**src/rtl/spi_tx_queue.sv**
```systemverilog
// SPI transmit descriptor queue: buffers {cpol, cpha, byte} descriptors and
// hands them one at a time to a downstream SPI master, holding each issued
// descriptor stable for GAP cycles after a single-cycle start pulse.
module spi_tx_queue #(
  parameter int DEPTH = 4,
  parameter int GAP   = 40
) (
  input  logic       clk,
  input  logic       rst_n,
  input  logic       wr_en,
  input  logic [7:0] wr_dat,
  input  logic       wr_cpol,
  input  logic       wr_cpha,
  output logic       wr_ready,
  output logic       start,
  output logic [7:0] p_dat,
  output logic       cpol,
  output logic       cpha,
  output logic       busy,
  output logic [4:0] level,
  output logic       ovf
);

  localparam int AW = $clog2(DEPTH);

  typedef enum logic [1:0] {
    S_IDLE  = 2'd0,
    S_START = 2'd1,
    S_HOLD  = 2'd2
  } state_t;

  state_t          r_state;
  state_t          w_next_state;
  logic [9:0]      r_mem [DEPTH];
  logic [AW-1:0]   r_wr_ptr;
  logic [AW-1:0]   r_rd_ptr;
  logic [4:0]      r_level;
  logic [7:0]      r_cnt;
  logic [7:0]      r_p_dat;
  logic            r_cpol;
  logic            r_cpha;
  logic            r_ovf;
  logic            w_ready;
  logic            w_push;
  logic            w_pop;
  logic            w_start;
  logic [9:0]      w_head;

  // Queue handshake: full/empty decisions use registered level only.
  assign w_ready = (r_level != 5'(DEPTH));
  assign w_push  = wr_en && w_ready;
  assign w_pop   = (r_state == S_IDLE) && (r_level != 5'd0);
  assign w_head  = r_mem[r_rd_ptr];

  // Descriptor storage; writes are suppressed while reset is asserted.
  always_ff @(posedge clk) begin
    if (rst_n && w_push) begin
      r_mem[r_wr_ptr] <= {wr_cpol, wr_cpha, wr_dat};
    end
  end

  // Pointers, occupancy and sticky overflow flag.
  always_ff @(posedge clk) begin
    if (!rst_n) begin
      r_wr_ptr <= '0;
      r_rd_ptr <= '0;
      r_level  <= 5'd0;
      r_ovf    <= 1'b0;
    end else begin
      if (w_push) r_wr_ptr <= r_wr_ptr + 1'b1;
      if (w_pop)  r_rd_ptr <= r_rd_ptr + 1'b1;
      case ({w_push, w_pop})
        2'b10:   r_level <= r_level + 5'd1;
        2'b01:   r_level <= r_level - 5'd1;
        default: r_level <= r_level;
      endcase
      if (wr_en && !w_ready) r_ovf <= 1'b1;
    end
  end

  // Issued descriptor: changes only when the head entry is popped.
  always_ff @(posedge clk) begin
    if (!rst_n) begin
      r_p_dat <= 8'h00;
      r_cpol  <= 1'b0;
      r_cpha  <= 1'b0;
    end else if (w_pop) begin
      r_cpol  <= w_head[9];
      r_cpha  <= w_head[8];
      r_p_dat <= w_head[7:0];
    end
  end

  // FSM state register and hold-window counter.
  always_ff @(posedge clk) begin
    if (!rst_n) begin
      r_state <= S_IDLE;
      r_cnt   <= 8'd0;
    end else begin
      r_state <= w_next_state;
      if (r_state == S_START) begin
        r_cnt <= 8'(GAP);
      end else if (r_state == S_HOLD) begin
        r_cnt <= r_cnt - 8'd1;
      end
    end
  end

  // FSM next-state: issue when something is queued, then hold GAP cycles.
  always_comb begin
    w_next_state = r_state;
    case (r_state)
      S_IDLE:  if (w_pop) w_next_state = S_START;
      S_START: w_next_state = S_HOLD;
      S_HOLD:  if (r_cnt == 8'd1) w_next_state = S_IDLE;
      default: w_next_state = S_IDLE;
    endcase
  end

  // FSM outputs: start pulse exists only in the START state.
  always_comb begin
    w_start = 1'b0;
    if (r_state == S_START) w_start = 1'b1;
  end

  assign wr_ready = w_ready;
  assign start    = w_start;
  assign p_dat    = r_p_dat;
  assign cpol     = r_cpol;
  assign cpha     = r_cpha;
  assign busy     = (r_state != S_IDLE) || (r_level != 5'd0);
  assign level    = r_level;
  assign ovf      = r_ovf;

endmodule
```
**config.mk**
```make
export PLATFORM = sky130hd
export DESIGN_NAME = spi_tx_queue
export DESIGN_NICKNAME = d
export VERILOG_FILES = /design/src/rtl/spi_tx_queue.sv
export SDC_FILE = /design/constraint.sdc
export NUM_CORES = 1
export LEC_CHECK = 0
export ABC_AREA = 1
export ABC_CLOCK_PERIOD_IN_PS = 1850
export BUFFER_PORTS_ARGS = -buffer_cell sky130_fd_sc_hd__clkbuf_2
export CAP_MARGIN = 20
export CORE_UTILIZATION = 52
export CTS_CLUSTER_SIZE = 20
export DETAILED_ROUTE_END_ITERATION = 12
export PLACE_DENSITY_LB_ADDON = 0.08
export SETUP_SLACK_MARGIN = 0.5
export SLEW_MARGIN = 40
export SYNTH_ARGS = -nofsm -noshare
export SYNTH_HDL_FRONTEND = slang
export SYNTH_SLANG_ARGS = --single-unit
```
**constraint.sdc**
```tcl
create_clock -name clk -period 1.85 [get_ports clk]
set_input_delay 0.0925 -clock clk [delete_from_list [all_inputs] [get_ports clk]]
set_output_delay 0.0925 -clock clk [all_outputs]
set_load 0.1 [all_outputs]
```
==> results of run 1 <==
-- layout make-up --
cell class                      instances  area [µm²]  share of cell area
Clock buffer                            9       123.9             0.02758
Clock inverter                          7       65.06             0.01449
Inverter                               29       116.4             0.02591
Multi-Input combinational cell        197        1394              0.3104
Sequential cell                        70        1824              0.4062
Tap cell                               72       90.09             0.02006
Timing Repair Buffer                   88       877.1              0.1953
-- cells in the mapped netlist (all sizes together) --
master,n
xor2,5
nand4,3
or2,2
nor3,3
inv,29
nor2,60
clkbuf,6
a211oi,1
edfxtp,40
nand3,10
buf,5
nand2,32
a31oi,10
a21oi,17
ha,12
o21ai,42
dfxtp,30
-- kinds of logic (layout without fill, tap and decap cells) --
logic type	count (synthesis)	in the layout	synth area share
buffers and inverters	40	133	0.05853
adder cells (fa/ha/maj)	12	12	0.04981
flip-flops	70	70	0.5978
AND/OR/NAND/NOR	110	110	0.1532
XOR/XNOR	5	5	0.01453
AO/OA/AOI/OAI	70	70	0.1262
-- layer usage --
metal | share of wire | global-route usage | wire length [µm] | up-vias
li1 | - | - | - | 1229
met2 | 0.52 | 0.3877 | 3971 | 77
met1 | 0.42 | 0.3049 | 3193 | 1180
met4 | 0.020 | 0.1037 | 150 | 0
met5 | 0 | 0 | 0 | -
met3 | 0.044 | 0.05116 | 334 | 15
-- worst max-delay path: cells and delay by family (launching register included) --
family | cells | cell delay [ns]
adder cells (fa/ha/maj) | 1 | 0.16
buffers and inverters | 5 | 0.52
flip-flops | 1 | 0.36
AND/OR/NAND/NOR | 10 | 0.77
-- timing repair --
| item | CTS | global route |
|---|---|---|
| gates resized for setup | 33 | 65 |
| gates cloned | 3 | 1 |
| endpoints found under the hold margin | 40 | 0 |
| endpoints found under the setup margin | 58 | 69 |
| pin swaps | 15 | 23 |
| hold buffers | 10 | 0 |
| buffers inserted | 12 | 11 |
-- worst max-delay path by stage --
stage,from,end,slack (ns),cells past startpoint
floorplan,level[1]$_SDFFE_PN0P_,level[4]$_SDFFE_PN0P_,-0.39,15
global placement,r_state[0]$_SDFFE_PN0P_,level[4]$_SDFFE_PN0P_,0.03,17
detailed placement,r_state[0]$_SDFFE_PN0P_,level[4]$_SDFFE_PN0P_,-0.04,17
CTS,level[3]$_SDFFE_PN0P_,level[4]$_SDFFE_PN0P_,0.07,17
global route,level[4]$_SDFFE_PN0P_,level[3]$_SDFFE_PN0P_,-0.12,16
finish,level[0]$_SDFFE_PN0P_,level[3]$_SDFFE_PN0P_,-0.07,16
-- flip-flops by register name, summed over array words and instances, names as in the netlist --
| signal | count |
|---|---|
| p_dat | 8 |
| r_state | 2 |
| r_cnt | 8 |
| cpha | 1 |
| r_mem | 40 |
| level | 5 |
| r_rd_ptr | 2 |
| r_wr_ptr | 2 |
| cpol | 1 |
| ovf | 1 |
-- power breakdown --
| group | switching, mW | internal [mW] | leakage [nW] | total, mW |
|---|---|---|---|---|
| clock network | 0.669 | 0.521 | 0.0947 | 1.19 |
| logic | 3.10 | 2.00 | 1.06 | 5.10 |
| registers | 0.233 | 1.94 | 0.615 | 2.18 |
==> results.cfg, run 1 <==
[final_layout]
nets = 420
drive_above_1_share = 0.4050
synthToLayoutAreaGrowth_pct = 48.98
design_area_um2 = 4491
final_cell_mix = nor2_1 (52), edfxtp_1 (40), clkbuf_2 (23)
diodes = 0
nFillCells = 321
final_common_cell = nor2_1
final_util = 0.8105
finalNonFillerCells = 472

[grt]
grt_use_total = 0.2376
grt_max_degree = 22
grt-ovfl-total = 0
antenna_found_initial = 0
grt_pass1_vias = 2218
grt_pass1_wl_mm = 10.81

[worst_hold_path]
min_from = wr_en
min_to = ovf$_SDFFE_PN0P_
min_path_cells = 3
min_path_type = input pin to flop

[placement]
dp.cells = 419
io_buffers = 31
dpl_cell_area_um2 = 3508
pre_cts_ws_ns = -0.04093
gp_congestion = 0.8991
place_hpwl_mm = 3.919

[power_and_ir_drop]
pwr_density_cell_nw_per_um2 = 1887
ir_worst_vdd_mv = 1.288
power_leakage_nw = 1.771
power.total_mw = 8.472

[floorplan]
initial_utilization = 0.5440
fp.dieH_um = 78.14
die_w_um = 78.14
core-area_um2 = 5540
die_area_um2 = 6105
num_io_pins = 32
placement_rows = 27

[clock_tree]
clkSinkCount = 70
clockBufferDepth = 2
cts_buffers = 9
root_buffer = clkbuf_8
clk_pin_slew_ns = 0.09
htreeDepth = 3
clk_latency_ns = 0.35
cts_tree = yes

[detailed_routing]
wl_mm = 7.649
drt_iter0_drc = 109
wl_per_cell_um = 16.21
viasPerCell = 5.299
drc = 0
dr.pass1.iters = 5
num_vias = 2501
ant_nets = 0

[setup_path]
path_cells = nor2_4 > buf_6 > nand3_4 > nand2_4 > ha_4 > nand2_2 > inv_2 > nor2_4 > buf_4 > buf_4 > nand3_4 > nand2_2 > nand3_1 > nand3_1 > nand2_1 > inv_1
slowest_delay_ns = 0.36
r2r-start = level[0]$_SDFFE_PN0P_
path_max_fanout = 3
end_kind = flop
worstSetupPathType = flop to flop
rr_worst_depth = 16
start_kind = flop
required_ns = 2.10
crit_path_top_delay_cell = dfxtp_4
r2r_setup_slack_ns = -0.07
cp.arrival_ns = 2.16
regToRegEndpoint = level[3]$_SDFFE_PN0P_

[logic_synthesis]
yosys_warnings = 0
syn_area_um2 = 3014
syn_avg_cell_area_um2 = 9.818
yosysTopAreaCell = edfxtp_1
ys_ff_latch = 70
synth_cells = 307
syn-num-nets = 332
synth.distinct_cells = 29
synth_area_leaders = edfxtp_1 (40%), dfxtp_1 (20%), nor2_1 (7.1%)
yosysTopAreaCellShare = 0.3985
ys_seq_area_frac = 0.5978

[job]
drv_cap = 0

[sta]
timing.setup.tns_ns = -0.06858
slew_violations = 0
fin_skew_ns = 0.007065
setup_slack_ns = -0.06512
max_freq_ghz = 0.5222
whs_ns = 0.06295
slew_headroom = 0.6362
hold_viol_final = 0
setup_viol = 2
worstMarginPinSlew_ns = 0.5481
fin_crit_sh = 1.035
min_period_ns = 1.915
rsz0062_at_grt = yes

[run_status]
status = finished, violations left
violations = negative setup slack
(Power assumes the default switching activity.)
==> inputs of run 2 (changes only) <==
CORE_MARGIN = 4   (was not set)
CORE_UTILIZATION = 30   (was 52)
==> results.cfg, run 2 (synthesized netlist as in run 1, its figures left out) <==
[grt]
grt_use_total = 0.1328
grt_pass1_wl_mm = 11.59
grt-ovfl-total = 0
grt_pass1_vias = 2279
antenna_found_initial = 0
grt_max_degree = 22

[sta]
setup_viol = 0
worstMarginPinSlew_ns = 0.5479
max_freq_ghz = 0.5667
timing.setup.tns_ns = 0
slew_violations = 0
rsz0062_at_grt = yes
setup_slack_ns = 0.08555
fin_crit_sh = 0.9538
slew_headroom = 0.6363
fin_skew_ns = 0.008513
min_period_ns = 1.764
hold_viol_final = 0

[final_layout]
nets = 413
drive_above_1_share = 0.3613
largest_register = r_mem
final_util = 0.4430
multi_input_area_um2 = 1241
regArea_um2 = 1827
largest_register_ffs = 40
final_cell_mix = nor2_1 (52), edfxtp_1 (40), nand2_1 (24), buf_4 (24), o21ai_0 (23)
final_common_cell = nor2_1
synthToLayoutAreaGrowth_pct = 43.67
finalNonFillerCells = 526
nFillCells = 942
diodes = 0

[detailed_routing]
wl_mm = 7.313
num_vias = 2327
viasPerCell = 4.424
drc = 0
ant_nets = 0
dr.pass1.iters = 4
wl_per_cell_um = 13.90
drt_iter0_drc = 77

[floorplan]
initial_utilization = 0.3084
die_w_um = 108.2
placement_rows = 36
die_area_um2 = 11710
num_io_pins = 32
fp.dieH_um = 108.2
core-area_um2 = 9774

[setup_path]
crit_path_top_delay_cell = dfxtp_4
slowest_delay_ns = 0.36
critPathLaunch = level[4]$_SDFFE_PN0P_
end_kind = flop
worstSetupPathType = flop to flop
worstSetupEndpoint = level[4]$_SDFFE_PN0P_
cp_common_cell = nand2_1
critPathBufInv = 2
start_kind = flop
path_max_fanout = 3
rr_worst_depth = 16
required_ns = 2.13
r2r_setup_slack_ns = 0.09
path_cells = nor2_4 > buf_6 > nand3_4 > nand2_4 > ha_4 > nor2_4 > nor2_4 > ha_4 > inv_2 > nand2_2 > nand3_2 > nand2_1 > nand2_1 > nand2_1 > nand2_1 > a21oi_2
r2r-start = level[4]$_SDFFE_PN0P_
crit_family = simple AND/OR/NAND/NOR gates
regToRegEndpoint = level[4]$_SDFFE_PN0P_
crit_cells = 16
cp.arrival_ns = 2.04

[power_and_ir_drop]
power_leakage_nw = 1.715
pwr_density_cell_nw_per_um2 = 1831
power.total_mw = 7.930
ir_worst_vdd_mv = 0.9719

[clock_tree]
root_buffer = clkbuf_8
clockBufferDepth = 2
clk_latency_ns = 0.35
clkSinkCount = 70
cts_buffers = 9
htreeDepth = 3
clk_pin_slew_ns = 0.08
cts_tree = yes

[placement]
dp.cells = 483
gp_congestion = 0.8078
io_buffers = 31
pre_cts_ws_ns = -0.04057
place_hpwl_mm = 4.449

[run_status]
status = completed

[worst_hold_path]
min_path_type = input pin to flop

[job]
drv_cap = 0
-- run 2: changes by cell type in the layout (fill, tap and decap cells not counted), moves of 3 or more --
cell       change
a31oi_1        +5
a31oi_4        -5
buf_6          -6
clkbuf_16      -3
nand2_1        +3
nand2_4        -3
o21ai_4        -3
-- run 2: worst min-delay path, cell delays in order --
cell and delay [ns]:
clkbuf_2 0.12, nand4_1 0.09, a21oi_1 0.05
-- run 2: stage by stage --
stage	instance area [µm²]	hold slack, ns
finish	4330	0.05565
global placement	3582	0.3167
floorplan	3128	0.1914
global route	4330	0.06141
CTS	4160	0.03623
detailed placement	3582	0.3211
-- run 2: timing repair --
item                       4_1_cts  5_1_grt
setup endpoints to repair       47       67
cloned                           2        0
setup buffers                    7        8
resized for setup               30       37
hold buffers                    10        0
hold endpoints to repair        40        0
pin swaps                       11       16
-- run 2: per-layer routing --
layer	track usage	share of wire
met4	0.03787	0.011
met3	0.04060	0.040
met2	0.2149	0.49
met5	0	0
met1	0.1723	0.46
-- run 2: area by class of cell --
class                   count  area share
well taps                 133     0.03843
multi-input cells         197      0.2866
inverters                  29     0.02658
repair buffers             81      0.1736
clock buffers               9     0.02860
clock inverters             7     0.02427
flip-flops and latches     70      0.4218
-- run 2: worst min path at each step --
stage | to | cells past startpoint | from | slack (ns)
after CTS | ovf$_SDFFE_PN0P_ | 3 | wr_en | 0.04
after global routing | ovf$_SDFFE_PN0P_ | 3 | wr_en | 0.06
after detailed placement | r_mem[1][2]$_DFFE_PP_ | 1 | wr_dat[2] | 0.32
after global placement | r_mem[1][2]$_DFFE_PP_ | 1 | wr_dat[2] | 0.32
final | ovf$_SDFFE_PN0P_ | 3 | wr_en | 0.06
after floorplan | r_mem[0][0]$_DFFE_PP_ | 0 | wr_dat[0] | 0.19
-- run 2: power breakdown --
part	leakage (nW)	internal (mW)	switching, mW
clock	0.112	0.780	0.640
sequential	0.615	1.95	0.239
combinational	0.987	1.65	2.67
total	1.71	4.38	3.55
==> inputs of run 3 (changes only) <==
RECOVER_POWER = 25   (was not set)
==> results.cfg, run 3 (synthesized netlist as in run 1, its figures left out) <==
[run_status]
status = completed

[setup_path]
path_cells = nor2_4 > buf_6 > nand3_4 > nand2_4 > ha_4 > nor2_4 > nor2_4 > ha_4 > inv_2 > nand2_2 > nand3_2 > nand2_1 > nand2_1 > nand2_1 > nand2_1 > a21oi_2
crit_path_top_delay_cell = dfxtp_4
crit_family = simple AND/OR/NAND/NOR gates
worstSetupPathType = flop to flop
r2r_setup_slack_ns = 0.09
slowest_delay_ns = 0.36
critPathBufInv = 2
required_ns = 2.13
start_kind = flop
cp_common_cell = nand2_1
end_kind = flop
cp.arrival_ns = 2.04
path_max_fanout = 3

[final_layout]
regArea_um2 = 1827
final_util = 0.4420
nets = 413
diodes = 0
final_cell_mix = nor2_1 (52), edfxtp_1 (40), nand2_1 (24), buf_4 (24), o21ai_0 (23)
nFillCells = 942
largest_register_ffs = 40
multi_input_area_um2 = 1241
largest_register = r_mem
finalNonFillerCells = 526
final_common_cell = nor2_1
drive_above_1_share = 0.3410
synthToLayoutAreaGrowth_pct = 43.34

[clock_tree]
clk_latency_ns = 0.34
cts_tree = yes
clockBufferDepth = 2
root_buffer = clkbuf_8
cts_buffers = 9
clkSinkCount = 70
clk_pin_slew_ns = 0.08
htreeDepth = 3

[sta]
rsz0062_at_grt = yes
setup_viol = 0
fin_crit_sh = 0.9538
fin_skew_ns = 0.008405
slew_headroom = 0.6363
whs_ns = 0.05676
timing.setup.tns_ns = 0
min_period_ns = 1.764
worstMarginPinSlew_ns = 0.5479
hold_viol_final = 0
max_freq_ghz = 0.5667
slew_violations = 0

[detailed_routing]
wl_mm = 7.310
drc = 0
viasPerCell = 4.441
num_vias = 2336
dr.pass1.iters = 4
wl_per_cell_um = 13.90
ant_nets = 0
drt_iter0_drc = 72

[floorplan]
fp.dieH_um = 108.2
num_io_pins = 32
initial_utilization = 0.3084
placement_rows = 36
die_area_um2 = 11710
die_w_um = 108.2
core-area_um2 = 9774

[power_and_ir_drop]
p_int_mw = 4.379
switchingPower_mw = 3.546
ir_worst_vdd_mv = 0.9718
p_comb_frac = 0.545
swShare = 0.4475
pwr_density_cell_nw_per_um2 = 1834
power.total_mw = 7.925
clock_power_share = 0.179
power_leakage_nw = 1.691
p_seq_frac = 0.276

[worst_hold_path]
min_path_type = input pin to flop

[grt]
grtUsageMet2 = 0.2149
grt_use_total = 0.1328
grt_pass1_vias = 2279
grt_max_degree = 22
grt_pass1_wl_mm = 11.59
use_met1 = 0.1723
antenna_found_initial = 0
busiest_layer = met2
grt-ovfl-total = 0
grt_use_met3 = 0.04060

[placement]
io_buffers = 31
gp_congestion = 0.8078
place_hpwl_mm = 4.449
dp.cells = 483

[job]
drv_cap = 0
## run 3: cell type report
type	count	share of cell area
clock buffers	9	0.02867
clock inverters	7	0.02433
inverters	29	0.02664
multi-input cells	197	0.2873
flip-flops and latches	70	0.4228
well taps	133	0.03852
repair buffers	81	0.1717
## run 3: final timing paths
path                         startpoint  depth (start not counted)               endpoint
setup reg to reg  level[4]$_SDFFE_PN0P_                         16  level[4]$_SDFFE_PN0P_
hold / removal                    wr_en                          3       ovf$_SDFFE_PN0P_
hold reg to reg        ovf$_SDFFE_PN0P_                          2       ovf$_SDFFE_PN0P_
setup / recovery  level[4]$_SDFFE_PN0P_                         16  level[4]$_SDFFE_PN0P_
## run 3: repair_timing
action,in CTS,in global routing
buffers inserted,7,8
endpoints found under the hold margin,40,0
cloned,2,0
setup endpoints to repair,47,67
hold buffers,10,0
resized for setup,30,37
pin swaps,11,16
## run 3: per-stage QoR
stage,area (µm²),setup WS [ns]
after detailed placement,3582,-0.04057
after global placement,3582,-0.002141
final,4320,0.08555
after floorplan,3128,-0.3949
after CTS,4160,0.06400
after global routing,4320,-0.07275
## run 3: metal layers
layer	vias up	share of wire
met2	37	0.49
met5	-	0
li1	1199	-
met1	1093	0.46
met3	7	0.040
met4	0	0.011
## run 3: worst reg2reg max path: cells and delay by family, from the launching register on
family,cells,cell delay [ns]
simple gates,11,0.79
flops,1,0.36
fa+ha+maj,2,0.29
buf+inv,2,0.15
compound gates,1,0.10
## run 3: power by group through the flow
stage	combinational (mW)	clock, mW	sequential [mW]
after floorplan	1.78	0	3.02
after global placement	3.35	0	2.20
after detailed placement	3.35	0	2.20
after CTS	4.03	1.47	2.17
after global routing	4.66	1.54	2.23
final	4.32	1.42	2.19
